$ cat src/rtl/sc_regbank_modal_if.sv
// Command/status bundle for sc_regbank_modal.
// Latency: n/a (wires only); mode/sel/data/serial are sampled by the bank on the clock edge.
// Backpressure: none; the bank accepts one command every cycle.
//
// Ports (modport slave = register bank, master = controlling logic):
//   SC_RegBANK_mode_InBUS   3-bit command (hold/load/clear/inc/dec/shl/shr/lock)
//   SC_RegBANK_sel_InBUS    target channel
//   SC_RegBANK_data_InBUS   load data, bit 0 doubles as lock value
//   SC_RegBANK_serial_In    fill bit for shifts
//   SC_RegBANK_data_OutBUS  selected channel value
//   SC_RegBANK_all_OutBUS   all channels, channel 0 in LSBs
//   SC_RegBANK_zero_Out     selected channel is zero
//   SC_RegBANK_locked_Out   lock bit of selected channel
//   SC_RegBANK_carry_Out    one-cycle wrap pulse
//   SC_RegBANK_serial_Out   last bit shifted out
interface sc_regbank_modal_if #(
    parameter int DATAWIDTH_BUS = 8,
    parameter int NUM_CHANNELS  = 4,
    parameter int SELWIDTH      = 2
);
    logic [2:0]                            SC_RegBANK_mode_InBUS;
    logic [SELWIDTH-1:0]                   SC_RegBANK_sel_InBUS;
    logic [DATAWIDTH_BUS-1:0]              SC_RegBANK_data_InBUS;
    logic                                  SC_RegBANK_serial_In;
    logic [DATAWIDTH_BUS-1:0]              SC_RegBANK_data_OutBUS;
    logic [NUM_CHANNELS*DATAWIDTH_BUS-1:0] SC_RegBANK_all_OutBUS;
    logic                                  SC_RegBANK_zero_Out;
    logic                                  SC_RegBANK_locked_Out;
    logic                                  SC_RegBANK_carry_Out;
    logic                                  SC_RegBANK_serial_Out;

    modport master (
        output SC_RegBANK_mode_InBUS, SC_RegBANK_sel_InBUS,
               SC_RegBANK_data_InBUS, SC_RegBANK_serial_In,
        input  SC_RegBANK_data_OutBUS, SC_RegBANK_all_OutBUS, SC_RegBANK_zero_Out,
               SC_RegBANK_locked_Out, SC_RegBANK_carry_Out, SC_RegBANK_serial_Out
    );

    modport slave (
        input  SC_RegBANK_mode_InBUS, SC_RegBANK_sel_InBUS,
               SC_RegBANK_data_InBUS, SC_RegBANK_serial_In,
        output SC_RegBANK_data_OutBUS, SC_RegBANK_all_OutBUS, SC_RegBANK_zero_Out,
               SC_RegBANK_locked_Out, SC_RegBANK_carry_Out, SC_RegBANK_serial_Out
    );
endinterface

$ cat src/rtl/sc_regbank_modal.sv
// Multi-channel register bank; each channel modified by a 3-bit mode command with per-channel lock.
// Latency: command takes effect on the sampling edge; data/zero/locked outputs are combinational from the registers.
// Backpressure: none; one command accepted every cycle, back-to-back with no bubbles.
//
// Ports:
//   SC_RegFIXED_CLOCK_50      rising-edge clock
//   SC_RegFIXED_RESET_InHigh  asynchronous active-high reset (channels -> INIT, locks/flags -> 0)
//   rb                        command/status bundle (slave side), see sc_regbank_modal_if
module sc_regbank_modal #(
    parameter int                       DATAWIDTH_BUS      = 8,
    parameter int                       NUM_CHANNELS       = 4,
    parameter int                       SELWIDTH           = 2,
    parameter logic [DATAWIDTH_BUS-1:0] DATA_REGFIXED_INIT = '0
) (
    input  logic                SC_RegFIXED_CLOCK_50,
    input  logic                SC_RegFIXED_RESET_InHigh,
    sc_regbank_modal_if.slave   rb
);

    typedef enum logic [2:0] {
        MODE_HOLD  = 3'd0,
        MODE_LOAD  = 3'd1,
        MODE_CLEAR = 3'd2,
        MODE_INC   = 3'd3,
        MODE_DEC   = 3'd4,
        MODE_SHL   = 3'd5,
        MODE_SHR   = 3'd6,
        MODE_LOCK  = 3'd7
    } mode_e;

    logic [DATAWIDTH_BUS-1:0] ch_q [NUM_CHANNELS];
    logic [DATAWIDTH_BUS-1:0] ch_d [NUM_CHANNELS];
    logic [NUM_CHANNELS-1:0]  lock_q, lock_d;
    logic                     carry_q, carry_d;
    logic                     serial_q, serial_d;

    logic [DATAWIDTH_BUS-1:0] cur, nxt;
    logic                     cur_lock, sel_hit, wr_en, lock_wr;
    mode_e                    mode;

    // Channel select decode. Comparing against every implemented index (rather than
    // indexing with sel) makes out-of-range selects read as zero/unlocked and never
    // touch an array element that does not exist.
    always_comb begin
        cur      = '0;
        cur_lock = 1'b0;
        sel_hit  = 1'b0;
        for (int i = 0; i < NUM_CHANNELS; i++) begin
            if (rb.SC_RegBANK_sel_InBUS == SELWIDTH'(i)) begin
                cur      = ch_q[i];
                cur_lock = lock_q[i];
                sel_hit  = 1'b1;
            end
        end
    end

    // Command decode. Carry is a pulse, so it defaults low every cycle; serial out
    // holds unless an honoured shift replaces it.
    always_comb begin
        mode     = mode_e'(rb.SC_RegBANK_mode_InBUS);
        nxt      = cur;
        wr_en    = 1'b0;
        lock_wr  = 1'b0;
        carry_d  = 1'b0;
        serial_d = serial_q;
        if (sel_hit) begin
            if (mode == MODE_LOCK) begin
                // Always honoured so a locked channel can be released.
                lock_wr = 1'b1;
            end else if (!cur_lock) begin
                case (mode)
                    MODE_LOAD: begin
                        nxt   = rb.SC_RegBANK_data_InBUS;
                        wr_en = 1'b1;
                    end
                    MODE_CLEAR: begin
                        nxt   = DATA_REGFIXED_INIT;
                        wr_en = 1'b1;
                    end
                    MODE_INC: begin
                        nxt     = cur + DATAWIDTH_BUS'(1);
                        carry_d = &cur;
                        wr_en   = 1'b1;
                    end
                    MODE_DEC: begin
                        nxt     = cur - DATAWIDTH_BUS'(1);
                        carry_d = ~|cur;
                        wr_en   = 1'b1;
                    end
                    MODE_SHL: begin
                        nxt      = {cur[DATAWIDTH_BUS-2:0], rb.SC_RegBANK_serial_In};
                        serial_d = cur[DATAWIDTH_BUS-1];
                        wr_en    = 1'b1;
                    end
                    MODE_SHR: begin
                        nxt      = {rb.SC_RegBANK_serial_In, cur[DATAWIDTH_BUS-1:1]};
                        serial_d = cur[0];
                        wr_en    = 1'b1;
                    end
                    default: ;
                endcase
            end
        end

        ch_d   = ch_q;
        lock_d = lock_q;
        for (int i = 0; i < NUM_CHANNELS; i++) begin
            if (rb.SC_RegBANK_sel_InBUS == SELWIDTH'(i)) begin
                if (wr_en)   ch_d[i]   = nxt;
                if (lock_wr) lock_d[i] = rb.SC_RegBANK_data_InBUS[0];
            end
        end
    end

    always_ff @(posedge SC_RegFIXED_CLOCK_50 or posedge SC_RegFIXED_RESET_InHigh) begin
        if (SC_RegFIXED_RESET_InHigh) begin
            for (int i = 0; i < NUM_CHANNELS; i++) ch_q[i] <= DATA_REGFIXED_INIT;
            lock_q   <= '0;
            carry_q  <= 1'b0;
            serial_q <= 1'b0;
        end else begin
            for (int i = 0; i < NUM_CHANNELS; i++) ch_q[i] <= ch_d[i];
            lock_q   <= lock_d;
            carry_q  <= carry_d;
            serial_q <= serial_d;
        end
    end

    assign rb.SC_RegBANK_data_OutBUS = cur;
    assign rb.SC_RegBANK_zero_Out    = (cur == '0);
    assign rb.SC_RegBANK_locked_Out  = cur_lock;
    assign rb.SC_RegBANK_carry_Out   = carry_q;
    assign rb.SC_RegBANK_serial_Out  = serial_q;

    for (genvar g = 0; g < NUM_CHANNELS; g++) begin : g_all
        assign rb.SC_RegBANK_all_OutBUS[g*DATAWIDTH_BUS +: DATAWIDTH_BUS] = ch_q[g];
    end

endmodule

$ cat src/flat_wrapper.sv
// flat-port wrapper written by rule: the top's interface ports become plain ports
module sc_regbank_modal_flat 
#(
    parameter int                       DATAWIDTH_BUS      = 8,
    parameter int                       NUM_CHANNELS       = 4,
    parameter int                       SELWIDTH           = 2,
    parameter logic [DATAWIDTH_BUS-1:0] DATA_REGFIXED_INIT = '0
)
  (SC_RegFIXED_CLOCK_50, SC_RegFIXED_RESET_InHigh, rb_SC_RegBANK_mode_InBUS, rb_SC_RegBANK_sel_InBUS, rb_SC_RegBANK_data_InBUS, rb_SC_RegBANK_serial_In, rb_SC_RegBANK_data_OutBUS, rb_SC_RegBANK_all_OutBUS, rb_SC_RegBANK_zero_Out, rb_SC_RegBANK_locked_Out, rb_SC_RegBANK_carry_Out, rb_SC_RegBANK_serial_Out);
  sc_regbank_modal_if #(.DATAWIDTH_BUS(DATAWIDTH_BUS), .NUM_CHANNELS(NUM_CHANNELS), .SELWIDTH(SELWIDTH)) rb_i ();
  input  logic SC_RegFIXED_CLOCK_50;
  input  logic SC_RegFIXED_RESET_InHigh;
  input wire logic [$bits(rb_i.SC_RegBANK_mode_InBUS)-1:0] rb_SC_RegBANK_mode_InBUS;
  input wire logic [$bits(rb_i.SC_RegBANK_sel_InBUS)-1:0] rb_SC_RegBANK_sel_InBUS;
  input wire logic [$bits(rb_i.SC_RegBANK_data_InBUS)-1:0] rb_SC_RegBANK_data_InBUS;
  input wire logic [$bits(rb_i.SC_RegBANK_serial_In)-1:0] rb_SC_RegBANK_serial_In;
  output wire logic [$bits(rb_i.SC_RegBANK_data_OutBUS)-1:0] rb_SC_RegBANK_data_OutBUS;
  output wire logic [$bits(rb_i.SC_RegBANK_all_OutBUS)-1:0] rb_SC_RegBANK_all_OutBUS;
  output wire logic [$bits(rb_i.SC_RegBANK_zero_Out)-1:0] rb_SC_RegBANK_zero_Out;
  output wire logic [$bits(rb_i.SC_RegBANK_locked_Out)-1:0] rb_SC_RegBANK_locked_Out;
  output wire logic [$bits(rb_i.SC_RegBANK_carry_Out)-1:0] rb_SC_RegBANK_carry_Out;
  output wire logic [$bits(rb_i.SC_RegBANK_serial_Out)-1:0] rb_SC_RegBANK_serial_Out;
  assign rb_i.SC_RegBANK_mode_InBUS = rb_SC_RegBANK_mode_InBUS;
  assign rb_i.SC_RegBANK_sel_InBUS = rb_SC_RegBANK_sel_InBUS;
  assign rb_i.SC_RegBANK_data_InBUS = rb_SC_RegBANK_data_InBUS;
  assign rb_i.SC_RegBANK_serial_In = rb_SC_RegBANK_serial_In;
  assign rb_SC_RegBANK_data_OutBUS = rb_i.SC_RegBANK_data_OutBUS;
  assign rb_SC_RegBANK_all_OutBUS = rb_i.SC_RegBANK_all_OutBUS;
  assign rb_SC_RegBANK_zero_Out = rb_i.SC_RegBANK_zero_Out;
  assign rb_SC_RegBANK_locked_Out = rb_i.SC_RegBANK_locked_Out;
  assign rb_SC_RegBANK_carry_Out = rb_i.SC_RegBANK_carry_Out;
  assign rb_SC_RegBANK_serial_Out = rb_i.SC_RegBANK_serial_Out;
  sc_regbank_modal #(.DATAWIDTH_BUS(DATAWIDTH_BUS), .NUM_CHANNELS(NUM_CHANNELS), .SELWIDTH(SELWIDTH), .DATA_REGFIXED_INIT(DATA_REGFIXED_INIT)) u_core (.SC_RegFIXED_CLOCK_50(SC_RegFIXED_CLOCK_50), .SC_RegFIXED_RESET_InHigh(SC_RegFIXED_RESET_InHigh), .rb(rb_i));
endmodule
$ cat config.mk
export PLATFORM = sky130hd
export DESIGN_NAME = sc_regbank_modal_flat
export DESIGN_NICKNAME = d
export VERILOG_FILES = /design/src/rtl/sc_regbank_modal_if.sv /design/src/rtl/sc_regbank_modal.sv /design/src/flat_wrapper.sv
export SDC_FILE = /design/constraint.sdc
export NUM_CORES = 1
export LEC_CHECK = 0
export ABC_AREA = 1
export CAP_MARGIN = 20
export CORE_MARGIN = 3
export CORE_UTILIZATION = 36
export DETAILED_ROUTE_END_ITERATION = 6
export SLEW_MARGIN = 20
export SYNTH_ARGS = -nofsm -noshare
export SYNTH_HDL_FRONTEND = slang
export SYNTH_SLANG_ARGS = --single-unit
$ cat constraint.sdc
create_clock -name SC_RegFIXED_CLOCK_50 -period 3.8 [get_ports SC_RegFIXED_CLOCK_50]
set_input_delay 0.76 -clock SC_RegFIXED_CLOCK_50 [delete_from_list [all_inputs] [get_ports SC_RegFIXED_CLOCK_50]]
set_output_delay 0.76 -clock SC_RegFIXED_CLOCK_50 [all_outputs]
set_load 0.03 [all_outputs]
==> results.md <==
- Status: completed
- Clock skew: 0.00498 ns
- Post-Synth XOR/XNOR Area: 0.348%
- Clock root buffer: clkbuf_8
- Final hold vios: 0
- Layout cells sized above 1: 11.7%
- Mux share of post-synthesis cell area: 0%
- Routability cong.: 0.861
- Worst-path clk slew: 0.07 ns
- Final nets: 449
- Synth top area cells: dfrtp_1 (38%), nand2_1 (20%), inv_1 (6.6%)
- Grt total ovfl: 0
- Critical Path AT: 2.82 ns
- Postcts setup bufs: 0
- Sequential area share after synthesis: 37.8%
- Hold Path Cell Cnt: 2
- Synth top cells by count: nand2_1 (136), inv_1 (44), dfrtp_1 (38)
- Met2 GRT Util: 32.4%
- Setup-failing EPs final: 0
- Post-Synth Simple-Gate Area: 36.5%
- Hold crit path type: reg2reg
- Synth warnings: 0
- Total power: 2.05 mW
- Worst endpoint required time: 3.04 ns
- Critical Path Start Type: input port
- Most used DFF post-synth: dfrtp_1
- FFs w/ async S/R, synth: 100%
- Placed Cells: 513
- Clock power share: 12.8%
- Largest family of logic cells by synthesized area: simple AND/OR/NAND/NOR gates
- Crit path largest cell delay: 0.67 ns
- Core ar.: 6570 sq um
- Antenna viol nets, final: 0
- Wire per inst: 14.9 um
- Number of port buffers: 59
- Mean Syn Cell Area: 7.08 sq um
- # DRC: 0
- Switch Pwr: 952 uW
- Fmax: 279 MHz
- Clk_lat worst skew: 0.29 ns
- Finished Layout Cells: 520
- Die width: 89.6 um
- Max Root-Sink Buffers: 2
- Initial antenna violation count: 0
- Top-area cell type share of the netlist area: 37.8%
- H-tree level count: 2
- Global-route wire length before repair: 12,600 um
- Post-CTS Hold Buffers: 0
- Vias in the first global route: 2,478
- Core Util, Final: 50.7%
- Via count: 2,583
- CTS tree: done
- R2R depth: 18
- Final Max Tran Viols: 0
- Post-Syn Instances: 355
- Crit path time final: 3.58 ns
- TNS Setup: 0 ns
- Seq cells post-synth: 38
- CP most frequent cell: clkdlybuf4s50_1
- Synth unique cells: 38
- Crit path kind: in2out
- Top-count cell post-synth: nand2_1
- Most used routing layer: met2
- Slew headroom: 58.6%
- Total inserted antenna cells: 0
- Crit-path max FO: 12
- Net Sw Frac: 46.5%
- Maximum VDD drop: 0.000312 V
- Starting DRT DRC Count: 151
- Via/cell ratio: 4.97
- Crit-path slowest cell: clkdlybuf4s50_1
- Clock sinks: 38
- Row Count: 29
- Pwr/cell area: 615 nW/um^2
- Worst Setup End Kind: primary output
- Area grow syn2layout: 32.4%
- Initial Util: 38.3%
- Area leader, netlist: dfrtp_1
- Pin count of the biggest net entering global routing: 39
- Dpl hpwl: 6160 um
- P_leak: 1.65 nW
- Ports: 60
- Drt first pass iters: 4
- Worst Tran Pin Value: 0.619 ns
- Routed WL: 7740 um
- Post-synth EDFFs: 0
- Flop pwr share: 31.8%
- Gr usage total: 20.5%
- Fin crit share: 94.2%
- Critical Path, Cell by Cell: clkdlybuf4s50_1, nor2_4, nand2_1, nand3_1, nand2_2, inv_1, clkdlybuf4s50_1
- RSZ-0062 raised after global routing: false
- Synthesized area: 2510 sq um
- CTS Buf Count: 5
- Die span in y: 89.6 um
- Int Pwr: 1.10 mW
- GRT met3 Usage: 3.28%
- Net Count, Synth: 377
- Logic gate share of total power: 55.5%
- Met1 GRT Util: 29.9%
- Post_cts resized: 0
- Adder-cell share of the synthesized area: 3.28%
- Compound-cell area share of the yosys netlist: 13.1%
- Max cap viols: 0
- Total die area: 8020 sq um
power by group through the flow:
stage                     Clock, mW  Sequential [mW]  Combinational (mW)
after global routing          0.278            0.670                1.23
after CTS                     0.264            0.651                1.14
final                         0.262            0.651                1.14
after global placement            0            0.658                1.13
after detailed placement          0            0.655                1.14
after floorplan                   0            0.878               0.441
worst paths after layout:
check	startpoint	to	slack, ns
worst max-delay path	rb_SC_RegBANK_sel_InBUS[1]	rb_SC_RegBANK_data_OutBUS[3]	0.22
worst min-delay path	u_core.rb.SC_RegBANK_all_OutBUS[29]	u_core.rb.SC_RegBANK_all_OutBUS[29]	0.52
worst max register to register	u_core.rb.SC_RegBANK_all_OutBUS[17]	u_core.rb.SC_RegBANK_all_OutBUS[22]	1.30
worst min register to register	u_core.rb.SC_RegBANK_all_OutBUS[29]	u_core.rb.SC_RegBANK_all_OutBUS[29]	0.52
max in group asynchronous	SC_RegFIXED_RESET_InHigh	u_core.rb.SC_RegBANK_all_OutBUS[1]	2.58
min in group asynchronous	SC_RegFIXED_RESET_InHigh	u_core.rb.SC_RegBANK_all_OutBUS[8]	0.89
through the flow:
step | area (sq um) | setup slack [ns] | hold slack [ns]
finish | 3330 | 0.222 | 0.523
global route | 3330 | 0.0795 | 0.541
CTS | 3330 | 0.212 | 0.521
detailed placement | 3250 | 0.184 | 0.494
global placement | 3250 | 0.217 | 0.507
floorplan | 2510 | 0.500 | 0.495
state kept, by name, summed over array words and instances, names as in the netlist:
signal / count
u_core.rb.SC_RegBANK_serial_Out: 1
u_core.lock_q: 4
u_core.rb.SC_RegBANK_carry_Out: 1
u_core.rb.SC_RegBANK_all_OutBUS: 32
logic make-up (layout without fill, tap and decap cells):
family                   after synthesis  in the layout
AND/OR/NAND/NOR                      202            202
XOR/XNOR                               1              1
buffers and inverters                 55            127
flip-flops                            38             38
AO/OA/AOI/OAI                         53             53
adder cells (fa/ha/maj)                6              6
area by class of cell:
| type | count | area [sq um] |
|---|---|---|
| fill | 664 | 3240 |
| multi-input combinational | 262 | 1340 |
| sequential | 38 | 951 |
| tap | 93 | 116 |
| inverter | 52 | 199 |
| timing repair buffer | 68 | 648 |
| clock buffer | 7 | 76.3 |
critical path, delay by kind of cell:
family        cells  cell delay (ns)
buf+inv           3             1.36
simple gates      4             0.71
layer usage:
metal	routed length (um)	share of wire [%]	up-vias
met4	58	0.75	0
met5	0	0	-
met1	3740	48	1241
met2	3560	46	57
met3	382	4.9	7
li1	-	-	1278
layout by cell type, fill, tap and decap left out, types with 7 or more instances in the layout:
cell type and instances:
nand2_1 136, clkdlybuf4s50_1 55, inv_1 44, dfrtp_1 38, nand3_1 21, a21oi_1 17
o21ai_0 13, buf_4 13, nor2_1 11, nand2_2 9, nor3_1 7
Power figures use the tool's default switching activity.
